--- config.mk ---
export PLATFORM = sky130hd
export DESIGN_NAME = face_scheduler
export DESIGN_NICKNAME = d
export VERILOG_FILES = /design/src/rtl/face_scheduler.sv
export SDC_FILE = /design/constraint.sdc
export NUM_CORES = 2
export LEC_CHECK = 0
export CAP_MARGIN = 5
export CORE_MARGIN = 8
export CORE_UTILIZATION = 35
export DETAILED_ROUTE_END_ITERATION = 10
export GPL_ROUTABILITY_DRIVEN = 0
export PLACE_DENSITY = 0.55
export SYNTH_ARGS = -nofsm -noshare
export SYNTH_HDL_FRONTEND = slang
export SYNTH_SLANG_ARGS = --single-unit
--- constraint.sdc ---
create_clock -name clk -period 16.56 [get_ports clk]
set_clock_uncertainty 0.1 [all_clocks]
set_input_delay 4.968 -clock clk [delete_from_list [all_inputs] [get_ports clk]]
set_output_delay 4.968 -clock clk [all_outputs]
set_load 0.02 [all_outputs]
--- src/rtl/face_scheduler.sv ---
// -----------------------------------------------------------------------------
// face_scheduler
//
// Frame-level sequencer for the shader triangle rasterizer. Walks a list of
// 10-word face records in the face RAM and fetches each face's vertices and
// colour. Back-facing (optional) and degenerate faces are culled. Each
// surviving face is presented to the shader with one start/done handshake.
//
// Ports
//   clk           system clock
//   reset_n       asynchronous active-low reset
//   frame_start   one-cycle pulse, begins a frame (honoured only when idle)
//   base_addr     word address of face 0, sampled on frame_start
//   face_count    number of faces, sampled on frame_start
//   mem_addr      face-RAM read address
//   mem_rdata     face-RAM read data, valid one cycle after mem_addr
//   v1x..v3z      vertex coordinates to the shader
//   pixel_color   face colour to the shader
//   shader_start  one-cycle start pulse to the shader
//   shader_done   shader completion (only sampled while waiting)
//   busy          high from accepted frame_start until frame_done
//   frame_done    one-cycle pulse at frame end
//   timeout_err   sticky shader-timeout flag, cleared by next accepted frame
//   faces_drawn   per-frame count of faces handed to the shader (saturating)
//   faces_culled  per-frame count of culled faces (saturating)
// -----------------------------------------------------------------------------
module face_scheduler #(
    parameter int ADDR_W  = 12,
    parameter int CNT_W   = 10,
    parameter int CULL_EN = 1,
    parameter int TIMEOUT = 4096
) (
    input  logic              clk,
    input  logic              reset_n,
    input  logic              frame_start,
    input  logic [ADDR_W-1:0] base_addr,
    input  logic [CNT_W-1:0]  face_count,
    output logic [ADDR_W-1:0] mem_addr,
    input  logic [15:0]       mem_rdata,
    output logic [15:0]       v1x,
    output logic [15:0]       v1y,
    output logic [15:0]       v1z,
    output logic [15:0]       v2x,
    output logic [15:0]       v2y,
    output logic [15:0]       v2z,
    output logic [15:0]       v3x,
    output logic [15:0]       v3y,
    output logic [15:0]       v3z,
    output logic [15:0]       pixel_color,
    output logic              shader_start,
    input  logic              shader_done,
    output logic              busy,
    output logic              frame_done,
    output logic              timeout_err,
    output logic [15:0]       faces_drawn,
    output logic [15:0]       faces_culled
);

    localparam int TMO_W = (TIMEOUT > 1) ? $clog2(TIMEOUT) : 1;
    localparam logic [TMO_W-1:0] TMO_LAST = TMO_W'(TIMEOUT - 1);

    localparam logic [2:0] S_IDLE  = 3'd0;
    localparam logic [2:0] S_FETCH = 3'd1;
    localparam logic [2:0] S_CULL  = 3'd2;
    localparam logic [2:0] S_ISSUE = 3'd3;
    localparam logic [2:0] S_WAIT  = 3'd4;
    localparam logic [2:0] S_NEXT  = 3'd5;
    localparam logic [2:0] S_FIN   = 3'd6;

    // Word slots inside a face record
    localparam int W_X1 = 0;
    localparam int W_Y1 = 1;
    localparam int W_X2 = 3;
    localparam int W_Y2 = 4;
    localparam int W_X3 = 6;
    localparam int W_Y3 = 7;

    logic [2:0]        r_state;
    logic [3:0]        r_word;
    logic [ADDR_W-1:0] r_mem_addr;
    logic [ADDR_W-1:0] r_face_addr;
    logic [CNT_W-1:0]  r_count;
    logic [CNT_W-1:0]  r_idx;
    logic [TMO_W-1:0]  r_tmo;
    logic [9:0][15:0]  r_hold;
    logic [9:0][15:0]  r_out;
    logic              r_timeout_err;
    logic [15:0]       r_drawn;
    logic [15:0]       r_culled;

    logic signed [16:0] w_dx2;
    logic signed [16:0] w_dy2;
    logic signed [16:0] w_dx3;
    logic signed [16:0] w_dy3;
    logic signed [33:0] w_prod_a;
    logic signed [33:0] w_prod_b;
    logic signed [34:0] w_area;
    logic               w_cull;
    logic [CNT_W-1:0]   w_idx_next;
    logic [ADDR_W-1:0]  w_next_face;

    // Coordinates are treated as unsigned screen positions; the 17-bit
    // differences hold any pair exactly, and the 35-bit result cannot overflow.
    assign w_dx2 = $signed({1'b0, r_hold[W_X2]}) - $signed({1'b0, r_hold[W_X1]});
    assign w_dy2 = $signed({1'b0, r_hold[W_Y2]}) - $signed({1'b0, r_hold[W_Y1]});
    assign w_dx3 = $signed({1'b0, r_hold[W_X3]}) - $signed({1'b0, r_hold[W_X1]});
    assign w_dy3 = $signed({1'b0, r_hold[W_Y3]}) - $signed({1'b0, r_hold[W_Y1]});

    assign w_prod_a = 34'(w_dx2) * 34'(w_dy3);
    assign w_prod_b = 34'(w_dx3) * 34'(w_dy2);
    assign w_area   = 35'(w_prod_a) - 35'(w_prod_b);

    // Zero area is always culled, so with the zero case already covered a
    // clear sign bit is enough to mean "strictly positive".
    assign w_cull = (w_area == '0) || ((CULL_EN != 0) && !w_area[34]);

    assign w_idx_next  = r_idx + 1'b1;
    assign w_next_face = r_face_addr + ADDR_W'(10);

    // Control FSM, address generation, statistics and shader output registers
    always_ff @(posedge clk or negedge reset_n) begin
        if (!reset_n) begin
            r_state       <= S_IDLE;
            r_word        <= '0;
            r_mem_addr    <= '0;
            r_face_addr   <= '0;
            r_count       <= '0;
            r_idx         <= '0;
            r_tmo         <= '0;
            r_out         <= '0;
            r_timeout_err <= 1'b0;
            r_drawn       <= '0;
            r_culled      <= '0;
        end else begin
            case (r_state)
                S_IDLE: begin
                    if (frame_start) begin
                        r_count       <= face_count;
                        r_idx         <= '0;
                        r_face_addr   <= base_addr;
                        r_word        <= '0;
                        r_drawn       <= '0;
                        r_culled      <= '0;
                        r_timeout_err <= 1'b0;
                        if (face_count == '0) begin
                            r_state <= S_FIN;
                        end else begin
                            r_mem_addr <= base_addr;
                            r_state    <= S_FETCH;
                        end
                    end
                end

                // r_word counts fetch cycles 0..10: addresses go out on 0..9,
                // the matching data word lands one cycle later on 1..10.
                S_FETCH: begin
                    if (r_word < 4'd9) begin
                        r_mem_addr <= r_mem_addr + 1'b1;
                    end
                    if (r_word == 4'd10) begin
                        r_state <= S_CULL;
                    end else begin
                        r_word <= r_word + 1'b1;
                    end
                end

                S_CULL: begin
                    if (w_cull) begin
                        if (r_culled != 16'hFFFF) begin
                            r_culled <= r_culled + 1'b1;
                        end
                        r_state <= S_NEXT;
                    end else begin
                        r_out   <= r_hold;
                        r_state <= S_ISSUE;
                    end
                end

                S_ISSUE: begin
                    r_tmo   <= '0;
                    r_state <= S_WAIT;
                end

                S_WAIT: begin
                    if (shader_done) begin
                        if (r_drawn != 16'hFFFF) begin
                            r_drawn <= r_drawn + 1'b1;
                        end
                        r_state <= S_NEXT;
                    end else if (r_tmo == TMO_LAST) begin
                        r_timeout_err <= 1'b1;
                        r_state       <= S_FIN;
                    end else begin
                        r_tmo <= r_tmo + 1'b1;
                    end
                end

                S_NEXT: begin
                    r_idx <= w_idx_next;
                    if (w_idx_next == r_count) begin
                        r_state <= S_FIN;
                    end else begin
                        r_face_addr <= w_next_face;
                        r_mem_addr  <= w_next_face;
                        r_word      <= '0;
                        r_state     <= S_FETCH;
                    end
                end

                S_FIN: begin
                    r_state <= S_IDLE;
                end

                default: begin
                    r_state <= S_IDLE;
                end
            endcase
        end
    end

    // Holding registers: pure data, captured one cycle after each address
    always_ff @(posedge clk) begin
        if (r_state == S_FETCH) begin
            for (int k = 0; k < 10; k++) begin
                if (r_word == 4'(k + 1)) begin
                    r_hold[k] <= mem_rdata;
                end
            end
        end
    end

    assign mem_addr     = r_mem_addr;
    assign v1x          = r_out[0];
    assign v1y          = r_out[1];
    assign v1z          = r_out[2];
    assign v2x          = r_out[3];
    assign v2y          = r_out[4];
    assign v2z          = r_out[5];
    assign v3x          = r_out[6];
    assign v3y          = r_out[7];
    assign v3z          = r_out[8];
    assign pixel_color  = r_out[9];
    assign shader_start = (r_state == S_ISSUE);
    assign frame_done   = (r_state == S_FIN);
    // busy drops in the FIN cycle so it falls together with frame_done
    assign busy         = (r_state != S_IDLE) && (r_state != S_FIN);
    assign timeout_err  = r_timeout_err;
    assign faces_drawn  = r_drawn;
    assign faces_culled = r_culled;

endmodule

; Word level (Yosys, flattened, before mapping)
; Cells that the tools add are included.
[totals]
regBits = 416
in_bits = 42
output_inout_bits = 208
wordCells = 149
[classes]
add_sub_neg = 12
n_mul = 2
n_lt_le_gt_ge = 1
n_eq_ne = 35
n_mux = 35
bitwise = 1
n_reduce_logical = 33
[ops]
columns = op, n
row1 = 12-bit 2-to-1 mux, 7
row2 = 16-bit 2-to-1 mux, 5
row3 = 17-bit by 17-bit multiplier with 34-bit output, 2
row4 = 16-bit by 16-bit subtractor with 17-bit output, 4
row5 = 16-bit case mux with 2 select lines, 2
row6 = 12-bit case mux with 2 select lines, 2
row7 = 12-bit case mux with 3 select lines, 1
row8 = 35-bit zero test, 1
row9 = 34-bit by 34-bit subtractor with 35-bit output, 1
row10 = 16-bit by 1-bit adder with 16-bit output (second input constant), 2
row11 = 16-bit != test (second input constant), 2
row12 = 2-bit != test (second input constant), 13
row13 = 2-bit AND reduction, 13
row14 = 12-bit by 1-bit adder with 12-bit output (second input constant), 2
row15 = 3-bit 2-to-1 mux, 7
row16 = 10-bit case mux with 2 select lines, 1
row17 = 3-bit case mux with 6 select lines, 1
row18 = 4-bit by 3-bit == test with 1-bit output (second input constant), 4
row19 = 4-bit AND reduction, 4
row20 = 12-bit by 4-bit adder with 12-bit output (second input constant), 1
row21 = 12-bit == test (second input constant), 1
row22 = 4-bit == test (second input constant), 3
row23 = 4-bit 2-to-1 mux, 3
row24 = 4-bit case mux with 3 select lines, 1
row25 = 23 further kinds, 36

; Logic depth before layout (Yosys ltp)
[logic_depth]
word_depth = 7
depth_mapped = 42

; Worst setup path after synthesis
; No wires, ideal clock.
[synth_timing]
path_type = register -> register
startpoint = register r_hold[0] in the netlist's numbering
endpoint = register r_out (netlist bit v1x[0])
setup_time_ns = 0.125
t_arrival_ns = 9.509
t_required_ns = 16.335
setup_slack_ns = 6.827
stages_incl_launch_ff = 34
n_path_buf = 3
synth_period_minus_slack_ns = 9.733
cell_sequence = edfxtp_1 > ha_1 > fa_1 > nor2b_1 > o21ai_0 > nand2b_1 > a21oi_1 > o21ai_0 > a211oi_1 > o31ai_1 > clkbuf_1 > nor2_1 > inv_1 > fa_1 > fa_1 > inv_1 > fa_1 > fa_1 > fa_1 > fa_1 > fa_1 > inv_1 > fa_1 > ha_1 > a211oi_1 > o21ai_0 > a221oi_1 > o211ai_1 > o21ai_2 > xnor2_2 > nor2_2 > buf_2 > buf_2 > mux2_2
[synth_via]
elab_chain_cells = 7
word_cells_on_any_way = 10
classes_between = add/sub: 3 / mul: 2 / bitwise: 1 / reduce/logical: 4
[synth_lines]
columns = element, line
row1 = from (decl), 85  ; logic [9:0][15:0] r_hold;
row2 = "from (signal, indexed assignment)", 226  ; r_hold[k] <= mem_rdata;
row3 = 16-bit by 16-bit subtractor with 17-bit output (on tied branches), "104, 106"
row4 = 17-bit by 17-bit multiplier with 34-bit output (on tied branches), "109, 110"
row5 = 34-bit by 34-bit subtractor with 35-bit output, 111  ; assign w_area = 35'(w_prod_a) - 35'(w_prod_b);
row6 = 35-bit zero test or 1-bit zero test (tied branches), 115  ; assign w_cull = (w_area == '0) || ((CULL_EN != 0) && !w_area[34]);
row7 = 1-bit logical OR, 115
row8 = 1-bit NOT (no line), -
row9 = 2-bit AND reduction (no line), -
row10 = to (signal assigned), 174  ; r_out <= r_hold;
row11 = to (decl), 86  ; logic [9:0][15:0] r_out;
; Several ways; a longest one is shown, not always the timed one.
; A chain may end at the register's enable or synchronous reset.

; Final worst setup path
[layout_timing]
startpoint = register r_hold[16] in the netlist's numbering
endpoint = register r_out (netlist bit v2y[12])
[layout_via]
elab_chain_cells = 7
word_cells_on_any_way = 10
classes_between = add/sub: 3 / mul: 2 / bitwise: 1 / reduce/logical: 4
[layout_lines]
columns = element, line
row1 = 16-bit by 16-bit subtractor with 17-bit output (on tied branches), "107, 105"
row2 = 17-bit by 17-bit multiplier with 34-bit output (on tied branches), "109, 110"
row3 = 34-bit by 34-bit subtractor with 35-bit output (*), 111
row4 = 35-bit zero test or 1-bit zero test (tied branches), 115
row5 = 1-bit logical OR (*), 115
row6 = 1-bit NOT (no line) (*), -
row7 = 2-bit AND reduction (no line) (*), -
; Mark *: on every way between the ends. The rest lies on a longest branch, timed or not.

==> metrics.cfg <==
[final_layout]
multi_input_area_mm2=0.0255
final-seq-area_mm2=0.0112
fillers=10900
drive_gt1_share_pct=9.43
area_delta_synth_final_pct=14.8
layout.nets=4722
num_antenna_cells=0
final_util_pct=40.5

[place]
pre_cts_slack_ns=4.25
post-dp-hpwl_mm=84.5
portBuffers=249

[synth]
avgSynthCellArea_um2=11.0
synthSimpleGateAreaFrac_pct=11.5
async_flop_share_pct=61.5
syn_inst=3568
netlist_top_cells_area=fa_1, dfrtp_1, edfxtp_1, ha_1, nor2_1
synthAdderAreaFrac_pct=41.0
synth-edff-count=160
synth_top_family_by_area=adder cells
synth_warnings=0
synth_top_area_share_pct=33.9
synth_top_cell_by_area=fa_1
syn_area_mm2=0.0391
synth_compound_area_share_pct=4.62
synth_cell_type_count=71
yosys_most_used_dff=dfrtp_1
synthMuxAreaShare_pct=4.82
syn_nets=4496
synth_xor_area_share_pct=2.93
seq_area_frac_synth_pct=28.6
synth_seq_cells=416

[floorplanning]
die-area_mm2=0.123
ios=250
core_area_mm2=0.111
initial_core_util_pct=35.3
die_h_um=350
die_w_um=350
rows=122

[setup_path]
worst-r2r-cell-count=30
reg2reg_slack_ns=4.35
cp.depth=30
crit_start=r_hold[16]
critPathBufInv=2
rr_startpoint=r_hold[16]
critPathTopFamily=adder cells
crit_arrival_ns=12.54
worstSetupEndpoint=v2y[12]
cp.required_ns=16.89
r2r_end=v2y[12]
startpoint_type=register
end_kind=register
max_stage_delay_ns=0.96
critPathKind=reg -> reg
cp_max_fo=129
slowest_stage=nor2_4
crit_top_cell=fa_1

[timing]
setup_ws_ns=4.35
final_max_slew_viol_count=0
slew_headroom_pct=21.5
tightest_slew_ns=1.18
setup_tns_ns=0
finalHoldViolCount=0
rsz0062_at_grt=false
period_share_pct=73.7
setup_violations=0
period_minus_slack_ns=12.21
max_freq_mhz=81.9

[routing]
drc=0
ant_nets=0
wl_per_cell_um=19.5
vias=25600
drt_pre_antenna_iters=6
wirelength_mm=104
drt_iter0_drc=1346
vias_per_cell=4.82

[clocking]
tritoncts=done
path_clk_slew_ns=0.06
clock_latency_ns=0.57
htreeDepth=2
ctsResizeCount=0
cts.root.buffer_cell=clkbuf_16
cts_buffers=42
ctsHoldBuffers=0
clock_sinks=416
cts_setup_buffers=0
clockBufferDepth=3

[global_route]
antenna_found_initial=1
grt_pass1_vias=28600
grt_max_degree=150
track_usage_pct=17.1
grt_pass1_wl_mm=166
grt-ovfl-total=0

[flow_run]
cap_violations=0

[hold_path]
min_path_type=reg -> reg
min_from=r_hold[34]

[run_status]
status=finished, final reports clean

[layer usage]
metal,share of wire (%),GRT usage (%),vias up
met3,6.0,3.85,131
met1,43,22.0,13200
met5,0,0,-
met2,48,29.3,524
li1,-,-,11700
met4,2.5,4.34,0
[registers in the layout, indices dropped and copies added (netlist names), 16 cells and up]
signal	count
v2x	16
v2y	16
v1x	16
v3x	16
pixel_color	16
v1z	16
v3y	16
faces_drawn	16
v1y	16
r_hold	160
faces_culled	16
v2z	16
v3z	16
[layout make-up]
| class | count | area share, % |
|---|---|---|
| Clock buffer | 56 | 2.59 |
| Multi-Input combinational cell | 2488 | 56.7 |
| Clock inverter | 21 | 0.496 |
| Inverter | 538 | 4.50 |
| Sequential cell | 416 | 25.0 |
| Tap cell | 1488 | 4.14 |
| Timing Repair Buffer | 308 | 6.60 |
[cells in the mapped netlist (all sizes together) (4+ instances only)]
master,instances
edfxtp,160
nor2b,29
nor2,598
or4,5
o211ai,14
and4,4
or2,50
a21oi,81
clkbuf,101
mux2i,5
a2111oi,5
o21a,7
a31oi,8
o21bai,4
and2,24
fa,663
a211o,4
or3,14
a211oi,12
dfrtp,256
inv,537
nor4,6
a21boi,8
buf,25
mux2,163
o2111ai,7
and3,27
xor2,52
nand2,138
nor3,23
a41o,5
nand3,45
xnor2,78
nand4,17
a21o,19
ha,223
o31ai,7
nand2b,34
o21ai,82
[worst min path at each step]
| stage | to | slack [ns] | depth (start not counted) |
|---|---|---|---|
| floorplan | r_face_addr[0] | 0.34 | 2 |
| global placement | pixel_color[3] | 0.35 | 1 |
| finish | v1z[2] | 0.36 | 1 |
| detailed placement | v2z[8] | 0.36 | 1 |
| CTS | pixel_color[13] | 0.36 | 1 |
| global route | pixel_color[13] | 0.37 | 1 |
[stage by stage]
stage,hold WS [ns],std cells,instance area (um^2)
finish,0.358,5315,44900
global route,0.369,5315,44900
CTS,0.361,5315,44900
detailed placement,0.361,5238,43500
global placement,0.354,5238,43500
floorplan,0.339,3568,39100
[kinds of logic after synthesis]
| family | count (synthesis) |
|---|---|
| multiplexers | 168 |
| flip-flops | 416 |
| buffers and inverters | 664 |
| adder cells (fa/ha/maj) | 886 |
| XOR/XNOR | 130 |
| AO/OA/AOI/OAI | 283 |
| AND/OR/NAND/NOR | 1021 |
[layout by cell type (no fill, tap or decap), types with 9 or more instances in the layout]
master and count:
a211oi_1 12, a21o_1 19, a21oi_1 81, and2_1 23
and3_1 27, buf_4 57, clkbuf_1 9, clkbuf_16 43
clkdlybuf4s50_1 248, dfrtp_1 256, edfxtp_1 160, fa_1 663
ha_1 223, inv_1 537, mux2_2 163, nand2_1 138
nand2b_1 34, nand3_1 45, nand4_1 17, nor2_1 596
nor2b_1 29, nor3_1 19, o211ai_1 14, o21ai_0 77
or2_2 49, or3_1 14, xnor2_1 77, xor2_1 51
Power is not shown: default switching activity piles up to over one toggle a cycle in this logic, so the estimate is an artifact.
